<file path="config.mk">
export PLATFORM = sky130hd
export DESIGN_NAME = mem_arbiter_ctrl_flat
export DESIGN_NICKNAME = d
export VERILOG_FILES = /design/src/rtl/mem_arbiter_ctrl_if.sv /design/src/rtl/mem_arbiter_ctrl.sv /design/src/flat_wrapper.sv
export SDC_FILE = /design/constraint.sdc
export NUM_CORES = 1
export LEC_CHECK = 0
export ABC_AREA = 1
export CAP_MARGIN = 20
export CORE_MARGIN = 5
export CORE_UTILIZATION = 45
export CTS_CLUSTER_SIZE = 16
export DETAILED_ROUTE_END_ITERATION = 10
export PLACE_DENSITY = 0.93
export SETUP_SLACK_MARGIN = 0.15
export SYNTH_ARGS = -nofsm -noshare
export SYNTH_HDL_FRONTEND = slang
export SYNTH_SLANG_ARGS = --single-unit
</file>
<file path="constraint.sdc">
create_clock -name clk -period 3.3 [get_ports clk]
set_clock_uncertainty 0.1 [all_clocks]
set_input_delay 0.495 -clock clk [delete_from_list [all_inputs] [get_ports clk]]
set_output_delay 0.495 -clock clk [all_outputs]
set_load 0.03 [all_outputs]
</file>
<file path="src/rtl/mem_arbiter_ctrl_if.sv">
// CPU-side and backing-memory signal bundle for mem_arbiter_ctrl.
// master = CPU/memory environment, slave = the arbiter itself.
interface mem_arbiter_ctrl_if;
  logic        cpu_instr_req;
  logic [31:0] cpu_instr_addr;
  logic [31:0] cpu_instr_data;
  logic        cpu_instr_valid;
  logic        cpu_rd;
  logic        cpu_wr;
  logic [31:0] cpu_addr;
  logic [31:0] cpu_wr_data;
  logic [31:0] cpu_rd_data;
  logic        cpu_valid;
  logic        cpu_err;
  logic        bus_req;
  logic        bus_we;
  logic [31:0] bus_addr;
  logic [31:0] bus_wdata;
  logic        bus_ack;
  logic [31:0] bus_rdata;

  modport master (
    output cpu_instr_req, cpu_instr_addr, cpu_rd, cpu_wr, cpu_addr, cpu_wr_data,
           bus_ack, bus_rdata,
    input  cpu_instr_data, cpu_instr_valid, cpu_rd_data, cpu_valid, cpu_err,
           bus_req, bus_we, bus_addr, bus_wdata
  );

  modport slave (
    input  cpu_instr_req, cpu_instr_addr, cpu_rd, cpu_wr, cpu_addr, cpu_wr_data,
           bus_ack, bus_rdata,
    output cpu_instr_data, cpu_instr_valid, cpu_rd_data, cpu_valid, cpu_err,
           bus_req, bus_we, bus_addr, bus_wdata
  );
endinterface

</file>
<file path="src/rtl/mem_arbiter_ctrl.sv">
// Round-robin arbiter of CPU fetch and data ports onto one req/ack memory bus,
// with wait timeout. Define MEM_FETCH_BUF_EN for a one-entry fetch buffer.
module mem_arbiter_ctrl #(
  parameter int unsigned TIMEOUT  = 255,
  parameter logic [31:0] ERR_DATA = 32'h0000_0000
) (
  input logic               clk,
  input logic               rst_n,
  mem_arbiter_ctrl_if.slave mif
);

  localparam int unsigned WW = (TIMEOUT > 0) ? $clog2(TIMEOUT + 1) : 1;
  localparam logic [WW-1:0] TO_LAST = WW'((TIMEOUT > 0) ? TIMEOUT - 1 : 0);
  localparam logic [31:0] ADDR_MASK = 32'hFFFF_FFFC;

  typedef enum logic [2:0] {IDLE, D_BUS, I_BUS, D_RSP, I_RSP} state_e;
  typedef enum logic {GNT_DATA, GNT_INSTR} grant_e;

  state_e        state_q;
  grant_e        last_grant_q;
  logic [WW-1:0] wait_q;
  logic          bus_req_q, bus_we_q;
  logic [31:0]   bus_addr_q, bus_wdata_q;
  logic          cpu_valid_q, cpu_err_q, instr_valid_q;
  logic [31:0]   cpu_rd_data_q, instr_data_q;

  logic grant_data, grant_instr, buf_hit, timed_out;

`ifdef MEM_FETCH_BUF_EN
  logic        fbuf_valid_q;
  logic [29:0] fbuf_tag_q;
  logic [31:0] fbuf_data_q;
`endif

  // NOTE: every variable gets a default before any condition so no latch is inferred.
  always_comb begin
    grant_data  = (mif.cpu_rd | mif.cpu_wr) &&
                  (!mif.cpu_instr_req || last_grant_q == GNT_INSTR);
    grant_instr = mif.cpu_instr_req && !grant_data;
    timed_out   = (TIMEOUT > 0) && (wait_q == TO_LAST);
    buf_hit     = 1'b0;
`ifdef MEM_FETCH_BUF_EN
    buf_hit     = fbuf_valid_q && (fbuf_tag_q == mif.cpu_instr_addr[31:2]);
`endif
  end

  // NOTE: sequential state uses non-blocking assignments so all registers update together.
  always_ff @(posedge clk or negedge rst_n) begin
    if (!rst_n) begin
      state_q       <= IDLE;
      last_grant_q  <= GNT_INSTR;
      wait_q        <= '0;
      bus_req_q     <= 1'b0;
      bus_we_q      <= 1'b0;
      bus_addr_q    <= '0;
      bus_wdata_q   <= '0;
      cpu_valid_q   <= 1'b0;
      cpu_err_q     <= 1'b0;
      instr_valid_q <= 1'b0;
      cpu_rd_data_q <= '0;
      instr_data_q  <= '0;
`ifdef MEM_FETCH_BUF_EN
      fbuf_valid_q  <= 1'b0;
`endif
    end else begin
      case (state_q)
        IDLE: begin
          if (grant_data) begin
            state_q      <= D_BUS;
            bus_req_q    <= 1'b1;
            bus_we_q     <= mif.cpu_wr;
            bus_addr_q   <= mif.cpu_addr & ADDR_MASK;
            bus_wdata_q  <= mif.cpu_wr_data;
            last_grant_q <= GNT_DATA;
            wait_q       <= '0;
`ifdef MEM_FETCH_BUF_EN
            if (mif.cpu_wr && fbuf_tag_q == mif.cpu_addr[31:2])
              fbuf_valid_q <= 1'b0;
`endif
          end else if (grant_instr && buf_hit) begin
            // Buffer hit: answer without a bus transaction, round-robin untouched.
            state_q       <= I_RSP;
            instr_valid_q <= 1'b1;
`ifdef MEM_FETCH_BUF_EN
            instr_data_q  <= fbuf_data_q;
`endif
          end else if (grant_instr) begin
            state_q      <= I_BUS;
            bus_req_q    <= 1'b1;
            bus_we_q     <= 1'b0;
            bus_addr_q   <= mif.cpu_instr_addr & ADDR_MASK;
            last_grant_q <= GNT_INSTR;
            wait_q       <= '0;
          end
        end
        D_BUS, I_BUS: begin
          if (mif.bus_ack) begin
            bus_req_q <= 1'b0;
            if (state_q == D_BUS) begin
              state_q     <= D_RSP;
              cpu_valid_q <= 1'b1;
              if (!bus_we_q) cpu_rd_data_q <= mif.bus_rdata;
            end else begin
              state_q       <= I_RSP;
              instr_valid_q <= 1'b1;
              instr_data_q  <= mif.bus_rdata;
`ifdef MEM_FETCH_BUF_EN
              fbuf_valid_q  <= 1'b1;
`endif
            end
          end else if (timed_out) begin
            bus_req_q <= 1'b0;
            cpu_err_q <= 1'b1;
            if (state_q == D_BUS) begin
              state_q     <= D_RSP;
              cpu_valid_q <= 1'b1;
              if (!bus_we_q) cpu_rd_data_q <= ERR_DATA;
            end else begin
              state_q       <= I_RSP;
              instr_valid_q <= 1'b1;
              instr_data_q  <= ERR_DATA;
            end
          end else if (TIMEOUT > 0) begin
            wait_q <= wait_q + WW'(1);
          end
        end
        D_RSP, I_RSP: begin
          cpu_valid_q   <= 1'b0;
          instr_valid_q <= 1'b0;
          cpu_err_q     <= 1'b0;
          state_q       <= IDLE;
        end
        default: state_q <= IDLE;
      endcase
    end
  end

`ifdef MEM_FETCH_BUF_EN
  // NOTE: buffer tag/data need no reset; the reset valid bit guards them.
  always_ff @(posedge clk) begin
    if (state_q == I_BUS && mif.bus_ack) begin
      fbuf_tag_q  <= bus_addr_q[31:2];
      fbuf_data_q <= mif.bus_rdata;
    end
  end
`endif

  assign mif.bus_req         = bus_req_q;
  assign mif.bus_we          = bus_we_q;
  assign mif.bus_addr        = bus_addr_q;
  assign mif.bus_wdata       = bus_wdata_q;
  assign mif.cpu_valid       = cpu_valid_q;
  assign mif.cpu_err         = cpu_err_q;
  assign mif.cpu_rd_data     = cpu_rd_data_q;
  assign mif.cpu_instr_valid = instr_valid_q;
  assign mif.cpu_instr_data  = instr_data_q;

endmodule

</file>
<file path="src/flat_wrapper.sv">
// flat-port wrapper written by rule: the top's interface ports become plain ports
module mem_arbiter_ctrl_flat 
#(
  parameter int unsigned TIMEOUT  = 255,
  parameter logic [31:0] ERR_DATA = 32'h0000_0000
)
  (clk, rst_n, mif_cpu_instr_req, mif_cpu_instr_addr, mif_cpu_rd, mif_cpu_wr, mif_cpu_addr, mif_cpu_wr_data, mif_bus_ack, mif_bus_rdata, mif_cpu_instr_data, mif_cpu_instr_valid, mif_cpu_rd_data, mif_cpu_valid, mif_cpu_err, mif_bus_req, mif_bus_we, mif_bus_addr, mif_bus_wdata);
  mem_arbiter_ctrl_if mif_i ();
  input logic clk;
  input logic rst_n;
  input wire logic [$bits(mif_i.cpu_instr_req)-1:0] mif_cpu_instr_req;
  input wire logic [$bits(mif_i.cpu_instr_addr)-1:0] mif_cpu_instr_addr;
  input wire logic [$bits(mif_i.cpu_rd)-1:0] mif_cpu_rd;
  input wire logic [$bits(mif_i.cpu_wr)-1:0] mif_cpu_wr;
  input wire logic [$bits(mif_i.cpu_addr)-1:0] mif_cpu_addr;
  input wire logic [$bits(mif_i.cpu_wr_data)-1:0] mif_cpu_wr_data;
  input wire logic [$bits(mif_i.bus_ack)-1:0] mif_bus_ack;
  input wire logic [$bits(mif_i.bus_rdata)-1:0] mif_bus_rdata;
  output wire logic [$bits(mif_i.cpu_instr_data)-1:0] mif_cpu_instr_data;
  output wire logic [$bits(mif_i.cpu_instr_valid)-1:0] mif_cpu_instr_valid;
  output wire logic [$bits(mif_i.cpu_rd_data)-1:0] mif_cpu_rd_data;
  output wire logic [$bits(mif_i.cpu_valid)-1:0] mif_cpu_valid;
  output wire logic [$bits(mif_i.cpu_err)-1:0] mif_cpu_err;
  output wire logic [$bits(mif_i.bus_req)-1:0] mif_bus_req;
  output wire logic [$bits(mif_i.bus_we)-1:0] mif_bus_we;
  output wire logic [$bits(mif_i.bus_addr)-1:0] mif_bus_addr;
  output wire logic [$bits(mif_i.bus_wdata)-1:0] mif_bus_wdata;
  assign mif_i.cpu_instr_req = mif_cpu_instr_req;
  assign mif_i.cpu_instr_addr = mif_cpu_instr_addr;
  assign mif_i.cpu_rd = mif_cpu_rd;
  assign mif_i.cpu_wr = mif_cpu_wr;
  assign mif_i.cpu_addr = mif_cpu_addr;
  assign mif_i.cpu_wr_data = mif_cpu_wr_data;
  assign mif_i.bus_ack = mif_bus_ack;
  assign mif_i.bus_rdata = mif_bus_rdata;
  assign mif_cpu_instr_data = mif_i.cpu_instr_data;
  assign mif_cpu_instr_valid = mif_i.cpu_instr_valid;
  assign mif_cpu_rd_data = mif_i.cpu_rd_data;
  assign mif_cpu_valid = mif_i.cpu_valid;
  assign mif_cpu_err = mif_i.cpu_err;
  assign mif_bus_req = mif_i.bus_req;
  assign mif_bus_we = mif_i.bus_we;
  assign mif_bus_addr = mif_i.bus_addr;
  assign mif_bus_wdata = mif_i.bus_wdata;
  mem_arbiter_ctrl #(.TIMEOUT(TIMEOUT), .ERR_DATA(ERR_DATA)) u_core (.clk(clk), .rst_n(rst_n), .mif(mif_i));
endmodule
</file>
==> flow_summary.yaml, run 1 <==
outcome:
  outcome: "finished clean"
hold_path:
  worst_hold_path_type: "flop to flop"
  hold_depth: 2
  holdPathEnd: "u_core.mif.bus_addr[11]"
  hp-start: "u_core.mif.bus_addr[11]"
final_layout:
  drive_gt1_share_pct: 7.03
  final_cells: 1145
  layout_common_cells: "nand2_1 (287), clkdlybuf4s50_1 (259), dfrtp_1 (142)"
  nNetsFinal: 1090
  syn_to_final_growth_pct: 57.6
  fin_util_pct: 72.0
  mostFrequentLayoutCell: "nand2_1"
timing:
  setup_tns_ns: 0
  max_slew_margin_pct: 54.8
  finalCritPeriodShare_pct: 66.4
  fmax_mhz: 456
  setup_viol: 0
  slew_violations: 0
  finalHoldViolations: 0
  tightest_slew_ns: 0.675
  rsz0062_at_grt: "false"
  post-route-min-period_ns: 2.19
setup_path:
  rrSetupSlack_ns: 1.11
  crit_slowest_cell: "dfrtp_1"
  cp_top_family: "simple AND/OR/NAND/NOR gates"
  cp.arrival_ns: 2.40
  reg2reg_depth: 9
  end_kind: "flop"
  critPathKind: "flop to flop"
  crit_cells: 9
  start_kind: "flop"
  critPathMaxFanout: 37
  timing.rr.start: "u_core.wait_q[0]"
  regToRegEndpoint: "u_core.mif.cpu_rd_data[2]"
  path_cells: "inv_1 -> ha_1 -> inv_1 -> nor2_1 -> nand2_1 -> nand2_2 -> nand2_2 -> buf_4 -> o21ai_0"
  worstPathRequired_ns: 3.51
  cp_slowest_stage_delay_ns: 0.42
  cp_num_buf_inv: 3
logic_synthesis:
  synth_area_sq_um: 6000
  synth.avg_cell_area_sq_um: 8.60
  synth_cells: 698
  yosysSeqAreaShare_pct: 59.7
  yosys_warnings: 0
  yosysUniqueCellTypes: 26
  synth-seq-cells: 143
power:
  ir_drop_mv: 0.631
  power_leakage_nw: 4.41
  p_per_area_nw_per_um2: 1070
die:
  die_h_um: 125
  start_util_pct: 45.7
  ioPinCount: 267
  fp.dieW_um: 125
  design.core.area_sq_um: 13100
  fp-row-count: 42
  die-area_sq_um: 15700
job:
  max_cap_viol_count: 0
global_route:
  grt_use_total_pct: 23.6
  overflow: 0
  grt_max_degree: 115
  grt_pass1_vias: 5772
  antenna_found_initial: 1
  grt_pass1_wl_mm: 29.5
placement:
  gp_congestion: 0.833
  io_buffers: 260
  place_inst: 1109
  dp_hpwl_mm: 13.4
clock_tree:
  clock_latency_ns: 0.42
  cts_buffer_depth: 2
  cts-root-buf: "clkbuf_16"
  clock_sinks: 143
  cts_htree_levels: 4
  cts.clk_slew.worst_paths_ns: 0.06
  cts_tree: "yes"
  numCtsBuffers: 17
routing:
  drt_wl_total_mm: 18.8
  wl_per_cell_um: 16.4
  vias: 5653
  ant_nets: 0
  drt-initial-drc-count: 379
  drc: 0
  drt_first_pass_iters: 5
  vias_per_cell: 4.94
worst register-to-register path: cells and delay by family, from the launching register on:
family,cells,cell delay (ns)
flip-flops,1,0.42
adder cells (fa/ha/maj),1,0.17
AO/OA/AOI/OAI,1,0.24
buffers and inverters,3,0.48
AND/OR/NAND/NOR,4,0.68
cells in the mapped netlist:
library cell	instances	area [sq um]
buf_2	13	65.1
o21ai_0	60	300
clkbuf_1	16	60.1
o21bai_1	2	15.0
conb_1	1	3.75
inv_1	21	78.8
inv_2	1	3.75
nand3_1	14	70.1
buf_4	3	22.5
dfrtp_1	142	3550
nor3_1	1	5.00
dfstp_2	1	26.3
nor2_2	1	6.26
nand2_4	1	11.3
nand3_2	1	10.0
o21ai_2	14	123
nand2_2	5	31.3
ha_1	2	25.0
a21oi_1	4	20.0
o211ai_1	1	7.51
buf_1	1	3.75
xor2_1	1	8.76
buf_6	5	56.3
nor2_1	68	255
nand2_1	287	1080
o21ai_1	32	160
layout make-up:
cell class	count	area [sq um]
inverter	22	82.6
multi-input combinational	496	2130
sequential	143	3580
fill	921	3680
timing repair buffer	274	2730
antenna	2	5.00
clock buffer	22	474
clock inverter	10	230
tap	176	220
state kept, by name, indices dropped and copies added, names as in the netlist, 3 cells and up:
register	count
u_core.wait_q	8
u_core.mif.bus_addr	30
u_core.mif.cpu_instr_data	32
u_core.state_q	3
u_core.mif.bus_wdata	32
u_core.mif.cpu_rd_data	32
metrics by stage:
stage          setup WS (ns)  instance area [sq um]  power (W)  hold slack [ns]
4_1_cts                 1.15                   9410     0.0102            0.172
6_report                1.11                   9460     0.0101            0.376
5_1_grt                0.880                   9450     0.0107            0.398
3_3_place_gp           0.976                   8710    0.00770            0.359
2_1_floorplan           1.73                   6000    0.00581           0.0994
3_5_place_dp           0.903                   8710    0.00785            0.364
how the worst max path moves through the flow:
| stage | start | to | slack [ns] |
|---|---|---|---|
| floorplan | u_core.wait_q[0] | u_core.mif.cpu_instr_data[25] | 1.73 |
| global placement | mif_cpu_wr | u_core.mif.bus_wdata[0] | 0.98 |
| detailed placement | mif_bus_ack | u_core.mif.cpu_rd_data[25] | 0.90 |
| CTS | u_core.mif.bus_we | mif_bus_we | 1.15 |
| global route | u_core.wait_q[0] | u_core.mif.cpu_rd_data[2] | 0.88 |
| finish | u_core.wait_q[0] | u_core.mif.cpu_rd_data[2] | 1.11 |
routing by layer:
metal / wire length (um) / GRT usage, % / vias to the layer above
met1: 7070 / 27.4 / 2635
met5: 0 / 0 / -
met4: 403 / 8.86 / 0
met3: 2190 / 9.81 / 31
met2: 9110 / 39.3 / 273
li1: - / - / 2714
kinds of logic (layout without fill, tap and decap cells):
| group | Yosys count | after routing | synth area share (%) |
|---|---|---|---|
| simple gates | 378 | 378 | 24.4 |
| buf+inv | 60 | 328 | 4.84 |
| xor+xnor | 1 | 1 | 0.146 |
| compound gates | 113 | 113 | 10.4 |
| fa+ha+maj | 2 | 2 | 0.417 |
| other cells | 1 | 4 | 0.0625 |
| flops | 143 | 143 | 59.7 |
where the power goes:
part	internal, W	switching [W]
combinational	0.00185	0.00306
clock	0.00155	0.000726
sequential	0.00250	0.000439
repair_timing:
item	CTS	global route
hold endpoints to repair	0	34
hold buffers	0	1
resized for setup	0	0
buffers inserted	0	0
Note: power is estimated with default switching activity, not from simulation.
==> run 2: changes to the inputs <==
Settings changed: CORE_UTILIZATION 45 to 42, PLACE_DENSITY 0.93 to 0.88.
Clock period 3.3 ns to 2.1 ns, I/O delays scaled along.
==> run 2 against run 1 <==
Via count down 1.1%. Critical path depth down 8. Wire length down 4.3%. Die area up 6.6%. Utilization down 4.3 points. Global-route usage down 1.9 points. Flip-flop and latch count unchanged. Combinational power up 59%. Register-to-register slack worse by 0.79 ns. Sequential power up 56%. Largest cell class unchanged.
==> flow_summary.yaml, run 2 (synthesis results as in run 1) <==
routing:
  drt_wl_total_mm: 18.0
  vias: 5588
  wl_per_cell_um: 15.7
  drc: 0
  vias_per_cell: 4.87
  drt-initial-drc-count: 295
  ant_nets: 0
  drt_first_pass_iters: 5
global_route:
  overflow: 0
  grt_pass1_vias: 5536
  grt_use_total_pct: 21.7
  antenna_found_initial: 0
  grt_max_degree: 65
  grt_pass1_wl_mm: 28.3
die:
  fp.dieW_um: 130
  start_util_pct: 43.1
  design.core.area_sq_um: 13900
  die_h_um: 130
  ioPinCount: 267
  fp-row-count: 43
  die-area_sq_um: 16800
hold_path:
  worst_hold_path_type: "input port to asynchronous set/reset pin"
setup_path:
  cp_num_buf_inv: 1
  start_kind: "flop"
  cp_slowest_stage_delay_ns: 0.70
  cp.arrival_ns: 1.49
  end_kind: "primary output"
  critPathMaxFanout: 3
  critPathKind: "flop to primary output"
  worstPathRequired_ns: 1.68
  path_cells: "clkdlybuf4s50_1"
  cp_top_family: "buffers and inverters"
  crit_slowest_cell: "clkdlybuf4s50_1"
placement:
  gp_congestion: 0.817
  dp_hpwl_mm: 13.0
  post_dp_cell_area_sq_um: 8810
  io_buffers: 260
  place_inst: 1114
clock_tree:
  cts_tree: "yes"
  cts_buffer_depth: 2
  cts-root-buf: "clkbuf_16"
  cts_htree_levels: 4
  cts.clk_slew.worst_paths_ns: 0.06
  numCtsBuffers: 17
  clock_sinks: 143
  cts_setup_buffers: 0
  clock_latency_ns: 0.41
final_layout:
  nNetsFinal: 1090
  final_cells: 1147
  mostFrequentLayoutCell: "nand2_1"
  drive_gt1_share_pct: 6.83
  layout_common_cells: "nand2_1 (287), clkdlybuf4s50_1 (255), dfrtp_1 (142)"
  final_area_sq_um: 9430
  antenna_cells: 0
  fin_util_pct: 67.7
  syn_to_final_growth_pct: 57.1
power:
  power_w: 0.0155
  seqPwrFrac_pct: 29.7
  internal_power_w: 0.00888
  power_leakage_nw: 4.43
  p_per_area_nw_per_um2: 1640
  clockPowerShare_pct: 19.8
  ir_drop_mv: 0.912
  swShare_pct: 42.7
  p_switching_w: 0.00661
  p_comb_share_pct: 50.5
timing:
  finalCritPeriodShare_pct: 90.6
  finalHoldViolations: 0
  post-route-min-period_ns: 1.90
  rsz0062_at_grt: "false"
  setup_tns_ns: 0
  fmax_mhz: 526
  slew_violations: 0
  setup_viol: 0
job:
  max_cap_viol_count: 0
outcome:
  outcome: "finished clean"
-- run 2: area by class of cell --
cell class	count	area (sq um)
fillers	1049	4510
inverters	22	82.6
repair buffers	274	2810
flip-flops and latches	143	3580
multi-input cells	496	2130
well taps	180	225
clock buffers	23	468
clock inverters	9	134
-- run 2: path summary, 6_finish.rpt --
check | startpoint | to | slack (ns) | cells past startpoint
worst max-delay path | u_core.mif.bus_we | mif_bus_we | 0.20 | 1
worst min-delay path | rst_n | u_core.mif.cpu_rd_data[7] | 0.25 | 2
worst min register to register | u_core.mif.bus_req | u_core.mif.bus_req | 0.37 | 2
worst max register to register | u_core.wait_q[0] | u_core.mif.cpu_instr_data[11] | 0.32 | 10
max in group asynchronous | rst_n | u_core.last_grant_q | 1.05 | 3
min in group clk | mif_cpu_wr_data[18] | u_core.mif.bus_wdata[18] | 0.33 | 3
-- run 2: power groups by stage --
stage | clock network [W] | logic, W | registers (W)
floorplan | 0 | 0.00244 | 0.00669
global placement | 0 | 0.00768 | 0.00457
detailed placement | 0 | 0.00786 | 0.00461
CTS | 0.00312 | 0.00790 | 0.00461
global route | 0.00327 | 0.00845 | 0.00474
finish | 0.00306 | 0.00782 | 0.00460
-- run 2: what timing repair did --
| action | 4_1_cts | 5_1_grt |
|---|---|---|
| endpoints found under the hold margin | 39 | 0 |
| hold buffers | 1 | 0 |
| resized for setup | 1 | 3 |
| setup endpoints to repair | 1 | 3 |
-- run 2: per-layer routing --
metal	track usage (%)	wire, um
met1	26.2	7050
met2	35.5	8560
met3	8.74	1950
met4	7.46	405
met5	0	0
-- run 2: through the flow --
step           setup WS (ns)  hold slack, ns
3_5_place_dp           0.149           0.108
5_1_grt                0.152           0.258
3_3_place_gp           0.227           0.112
2_1_floorplan          0.535         -0.0806
6_report               0.198           0.246
4_1_cts                0.161           0.239
==> run 3: changes to the inputs <==
Settings changed: HOLD_SLACK_MARGIN set to 0.12.
==> results of run 3 <==
No change in the layout: final DEF, timing and power equal those of run 2.
